## src/rtl/rr_arbiter_2to1_pkg.sv

```systemverilog
// ============================================================================
// Module   : rr_arbiter_2to1_pkg
// Brief    : Shared channel-index constants and default width for the arbiter.
// Revision : 1.0
// ============================================================================
`default_nettype none

package rr_arbiter_2to1_pkg;

   localparam int   DW_DEFAULT = 8;
   localparam logic CH0        = 1'b0;
   localparam logic CH1        = 1'b1;

endpackage : rr_arbiter_2to1_pkg

`default_nettype wire

```

## src/rtl/rr_grant_2.sv

```systemverilog
// ============================================================================
// Module   : rr_grant_2
// Brief    : Combinational two-way round-robin grant with a sticky select.
// Revision : 1.0
// ============================================================================
`default_nettype none

module rr_grant_2
   import rr_arbiter_2to1_pkg::*;
(
   input  logic req0_i,
   input  logic req1_i,
   input  logic last_grant_i,
   output logic gnt0_o,
   output logic gnt1_o,
   output logic sel_o
);

   logic w_gnt0;
   logic w_gnt1;

   // On a tie the channel that did not win last time takes the grant.
   assign w_gnt0 = req0_i & (~req1_i | (last_grant_i == CH1));
   assign w_gnt1 = req1_i & (~req0_i | (last_grant_i == CH0));

   assign gnt0_o = w_gnt0;
   assign gnt1_o = w_gnt1;
   assign sel_o  = w_gnt1 ? CH1 : (w_gnt0 ? CH0 : last_grant_i);

endmodule : rr_grant_2

`default_nettype wire

```

## src/rtl/rr_arbiter_2to1.sv

```systemverilog
// ============================================================================
// Module   : rr_arbiter_2to1
// Brief    : Two-channel round-robin arbiter feeding a one-entry output register.
// Revision : 1.0
// ============================================================================
`default_nettype none

module rr_arbiter_2to1
   import rr_arbiter_2to1_pkg::*;
#(
   parameter int DW             = DW_DEFAULT,
   parameter bit PRIO0_AT_RESET = 1'b1
)(
   input  logic          clk,
   input  logic          rst,
   input  logic          in0_valid,
   input  logic [DW-1:0] in0_data,
   output logic          in0_ready,
   input  logic          in1_valid,
   input  logic [DW-1:0] in1_data,
   output logic          in1_ready,
   output logic          out_valid,
   output logic [DW-1:0] out_data,
   output logic          out_src,
   input  logic          out_ready,
   output logic          sel
);

   // Reset as if the non-preferred channel had just won, so the preferred one takes the first tie.
   localparam logic c_LAST_GRANT_RST = PRIO0_AT_RESET ? CH1 : CH0;

   logic          out_valid_q, out_valid_d;
   logic [DW-1:0] out_data_q,  out_data_d;
   logic          out_src_q,   out_src_d;
   logic          last_grant_q, last_grant_d;

   logic w_gnt0;
   logic w_gnt1;
   logic w_sel;
   logic w_acc_en;
   logic w_accept;

   rr_grant_2 u_grant (
      .req0_i       (in0_valid),
      .req1_i       (in1_valid),
      .last_grant_i (last_grant_q),
      .gnt0_o       (w_gnt0),
      .gnt1_o       (w_gnt1),
      .sel_o        (w_sel)
   );

   assign w_acc_en  = ~out_valid_q | out_ready;
   assign in0_ready = ~rst & w_acc_en & w_gnt0;
   assign in1_ready = ~rst & w_acc_en & w_gnt1;
   assign w_accept  = in0_ready | in1_ready;

   always_comb begin
      out_valid_d  = out_valid_q;
      out_data_d   = out_data_q;
      out_src_d    = out_src_q;
      last_grant_d = last_grant_q;
      if (w_accept) begin
         out_valid_d  = 1'b1;
         out_data_d   = (w_sel == CH1) ? in1_data : in0_data;
         out_src_d    = w_sel;
         last_grant_d = w_sel;
      end else if (out_ready) begin
         out_valid_d  = 1'b0;
      end
   end

   always_ff @(posedge clk) begin
      if (rst) begin
         out_valid_q  <= 1'b0;
         out_data_q   <= '0;
         out_src_q    <= CH0;
         last_grant_q <= c_LAST_GRANT_RST;
      end else begin
         out_valid_q  <= out_valid_d;
         out_data_q   <= out_data_d;
         out_src_q    <= out_src_d;
         last_grant_q <= last_grant_d;
      end
   end

   assign out_valid = out_valid_q;
   assign out_data  = out_data_q;
   assign out_src   = out_src_q;
   assign sel       = w_sel;

endmodule : rr_arbiter_2to1

`default_nettype wire

```

## config.mk

```make
export PLATFORM = sky130hd
export DESIGN_NAME = rr_arbiter_2to1
export DESIGN_NICKNAME = d
export VERILOG_FILES = /design/src/rtl/rr_arbiter_2to1_pkg.sv /design/src/rtl/rr_grant_2.sv /design/src/rtl/rr_arbiter_2to1.sv
export SDC_FILE = /design/constraint.sdc
export NUM_CORES = 1
export LEC_CHECK = 0
export CAP_MARGIN = 30
export CORE_UTILIZATION = 37
export DETAILED_ROUTE_END_ITERATION = 6
export PLACE_DENSITY = 0.88
export SLEW_MARGIN = 25
export SYNTH_ARGS = -nofsm -noshare
export SYNTH_HDL_FRONTEND = slang
export SYNTH_SLANG_ARGS = --single-unit
```

## constraint.sdc

```tcl
create_clock -name clk -period 1.4 [get_ports clk]
set_input_delay 0.21 -clock clk [delete_from_list [all_inputs] [get_ports clk]]
set_output_delay 0.21 -clock clk [all_outputs]
set_load 0.02 [all_outputs]
```

# ---- After elaboration in Yosys (flattened, before gate mapping)
# Cells that the tools add are included.
dict set report op_classes {
  n_mux 5
  n_bitwise 14
  reduce_logical 1
}
# cell n
set ops {}
lappend ops {{$mux 8} 1}
lappend ops {{$and 1x1->1} 5}
lappend ops {{$not 1->1} 5}
lappend ops {{$mux 1} 4}
lappend ops {{$or 1x1->1} 4}
lappend ops {{$reduce_bool 2->1} 1}
dict set report totals {
  reg_bits 11
  in_bits 21
  out_inout_bits 13
  wordCells 24
}

# ---- Logic depth before layout (Yosys ltp)
dict set report depth {
  word_depth 6
  ltp_mapped 5
  depth_no_buf 3
}

# ---- Modules after synthesis
# Synthesis repeated with hierarchy kept, for this count alone.
dict set report hier_totals {
  cells_unflattened 60
  hier_area_um2 643.1
}
# mod n_inst cells_each area_per_inst_um2 seq_area_each_um2
set by_module_without_submodules {}
lappend by_module_without_submodules {rr_arbiter_2to1 1 55 615.6 220.2}
lappend by_module_without_submodules {rr_grant_2 1 5 27.5 0.0}

# ---- Least setup slack after synthesis
# Ideal clock, no wire load.
dict set report synth_timing {
  path_kind {register to output}
  start {register out_valid_q (netlist: out_valid)}
  end {output port in1_ready}
  arrival_time_ns 1.015
  required_ns 1.190
  path_slack_ns 0.175
  stages_incl_launch_ff 4
  n_path_buf 0
  cell_sequence {dfxtp_1 nor2b_1 nor2_1 and3_2}
}
dict set report synth_between {
  elab_chain_len 4
}
# item line
set synth_lines {}
lappend synth_lines {{from (decl)} rr_arbiter_2to1.sv:32} ;# logic out_valid_q, out_valid_d;
lappend synth_lines {{from (signal assigned)} rr_arbiter_2to1.sv:79} ;# out_valid_q <= out_valid_d;
lappend synth_lines {{$not 1->1} rr_arbiter_2to1.sv:52} ;# assign w_acc_en = ~out_valid_q | out_ready;
lappend synth_lines {{$or 1x1->1} rr_arbiter_2to1.sv:52}
lappend synth_lines {{$and 1x1->1 (2 in a row)} rr_arbiter_2to1.sv:54} ;# assign in1_ready = ~rst & w_acc_en & w_gnt1;
lappend synth_lines {{to (decl)} rr_arbiter_2to1.sv:21} ;# output logic in1_ready,
# No other way between the ends.

# ---- Worst setup path in the final report
dict set report layout_timing {
  start {register last_grant_q}
  end {output port in0_ready}
}
dict set report layout_between {
  elab_chain_len 3
}
# item line
set layout_lines {}
lappend layout_lines {{from (decl)} rr_arbiter_2to1.sv:35} ;# logic last_grant_q, last_grant_d;
lappend layout_lines {{from (signal assigned)} rr_arbiter_2to1.sv:77} ;# last_grant_q <= c_LAST_GRANT_RST;
lappend layout_lines {{from (signal assigned)} rr_arbiter_2to1.sv:82} ;# last_grant_q <= last_grant_d;
lappend layout_lines {{$or 1x1->1} rr_grant_2.sv:23} ;# assign w_gnt0 = req0_i & (~req1_i | (last_grant_i == CH1));
lappend layout_lines {{$and 1x1->1} rr_grant_2.sv:23}
lappend layout_lines {{$and 1x1->1} rr_arbiter_2to1.sv:53} ;# assign in0_ready = ~rst & w_acc_en & w_gnt0;
lappend layout_lines {{to (decl)} rr_arbiter_2to1.sv:18} ;# output logic in0_ready,
# No other way between the ends.

==> impl_metrics.toml <==
[critical_path]
worst_r2r_path_depth = 5
worstPathRequired_ns = 1.19
worst-setup-path-type = "register to primary output"
end_kind = "primary output"
critPathMaxFanout = 6
arrival_ns = 1.17
start_kind = "register"

[sta]
maxSlewViolCount = 0
post-route-period-util_pct = 98.7
rsz0062_at_grt = "yes"
fin_crit_ns = 1.38
hold_viol = 0
max_slew_margin_pct = 82.0
fmax_mhz = 724
setup_ws_ns = 0.0182
setup_viol = 0
fin_skew_ns = 0.0112
tightest_slew_ns = 0.269
tns_ns = 0

[yosys]
synthCells = 71
synth-xor-area-share_pct = 0
ys_ff_latch = 11
synth-compound-area-share_pct = 37.8
syn-num-nets = 92
synth.area.mux_share_pct = 0
netlist_area_um2 = 636
ys_warn_count = 0
ys_seq_area_share_pct = 34.6
synth_top_family_by_area = "compound AO/OA/AOI/OAI gates"
yosys.cell_types.count = 24
synthAdderAreaFrac_pct = 0
syn_avg_cell_area_um2 = 8.95
yosys.area_share.simple_pct = 19.5

[drt]
vias = 769
vias_per_cell = 5.74
drt-initial-drc-count = 22
drc = 2
drt_wl_total_mm = 2.02
first_pass_iters = 6
ant_nets = 0
post_drt_wl_per_cell_um = 15.0

[finish]
final_cell_count_no_fill = 134
multi_input_area_um2 = 409
ff_latch_area_um2 = 223
drive_above_1_share_pct = 36.4
final_cell_mix = "17 x clkdlybuf4s50_1, 17 x buf_4, 11 x dlygate4sd2_1"
final_nets = 140
utilization_pct = 72.6
area_growth_pct = 78.2
fin_area_um2 = 1130
antennaDiodeCount = 0
nFillCells = 117

[floorplan]
rows = 14
ioPinCount = 34
die_x_um = 43.4
die-area_um2 = 1890
core_um2 = 1560
die_h_um = 43.4
start_util_pct = 40.8

[pwr]
peakVddDrop_uv = 472
power.density_nw_per_um2 = 811
p_leak_uw = 0.000483

[grt]
grt-ovfl-total = 0
grt_first_pass_wirelength_mm = 3.02
grt_max_degree = 11
grt_pass1_vias = 761
grtUsageTotal_pct = 21.6
antenna_found_initial = 0

[clocking]
cts_max_level = 1
numCtsBuffers = 3
cts.sink_count = 11
clk-insertion-delay-late_ns = 0.27
cts_root_buf = "clkbuf_4"
clockBufferDepth = 2
cts_tree = "yes"
clkTransAtPathRegs_ns = 0.08

[place]
place_ws_ns = -0.473
place_congestion = 0.806
dp.cells = 129
io_buffers = 33
placed_area_um2 = 1060
hpwl_mm = 1.41

[run_status]
violations = "DRC"
run_status = "finished with violations"

[run]
drv_cap = 0

[hold_path]
hold_depth = 3
hold_class = "primary input to register"
per-stage QoR:
stage / power, µW / hold WS, ns
2_1_floorplan: 528 / 0.358
3_3_place_gp: 687 / 0.469
3_5_place_dp: 696 / 0.495
4_1_cts: 899 / 0.504
5_1_grt: 975 / 0.359
6_report: 918 / 0.368
metal layers:
| metal | part of all wire, % | up-vias | wire [µm] | global-route usage [%] |
|---|---|---|---|---|
| met3 | 6.0 | 6 | 120 | 1.25 |
| met4 | 2.1 | 0 | 43 | 15.0 |
| met1 | 36 | 361 | 729 | 23.2 |
| met5 | 0 | - | 0 | 0 |
| met2 | 56 | 38 | 1120 | 40.0 |
| li1 | - | 364 | - | - |
area by class of cell:
cell class                 count  area share [%]
timing repair buffer          50            39.4
multi-input combinational     51            36.1
sequential                    11            19.7
clock buffer                   4            2.32
tap                           16            1.77
inverter                       2           0.663
registers in the layout (all words and copies together) (netlist names):
name	cells
out_src	1
last_grant_q	1
out_valid	1
out_data	8
cells by family after synthesis:
family | after synthesis
AOI/OAI and AO/OA | 29
and+or+nand+nor | 22
DFF | 11
buffers and inverters | 9
worst max-delay path, stage by stage, from the launching register on:
cell and delay [ns]:
dfxtp_2 0.35, or2b_1 0.24, and3_4 0.18, buf_6 0.12
final timing paths:
path / slack [ns] / from / to
max: 0.02 / last_grant_q / in0_ready
min: 0.37 / in1_valid / last_grant_q
max reg2reg: 0.11 / out_valid / out_data[3]
min reg2reg: 0.50 / out_src / out_src
cell usage after synthesis:
library cell / n / area, µm²
a31oi_1: 8 / 50.1
or2_1: 1 / 6.26
dfxtp_1: 11 / 220
nand3_1: 9 / 45.0
and3_2: 1 / 7.51
or2_2: 1 / 6.26
buf_2: 2 / 10.0
a311oi_2: 8 / 120
buf_1: 1 / 3.75
nand2_1: 1 / 3.75
inv_1: 2 / 7.51
and3_1: 1 / 6.26
nand2b_1: 1 / 6.26
buf_6: 2 / 22.5
o21ai_0: 10 / 50.1
and3_4: 1 / 11.3
o21a_1: 1 / 7.51
nor2b_1: 1 / 6.26
a21oi_1: 1 / 5.00
o211ai_1: 1 / 7.51
and2_1: 1 / 6.26
or2b_1: 1 / 7.51
nor2_1: 3 / 11.3
clkbuf_1: 2 / 7.51
power breakdown:
group          internal [µW]  total, µW  switching (µW)
combinational            174        337             163
sequential               341        357            16.3
clock                    110        224             114
total                    624        918             294
timing repair:
item,in CTS,in global routing
gates resized for setup,26,15
hold buffers,0,0
setup endpoints to repair,13,10
pin swaps,1,1
setup buffers,1,0
(Power assumes the default switching activity.)
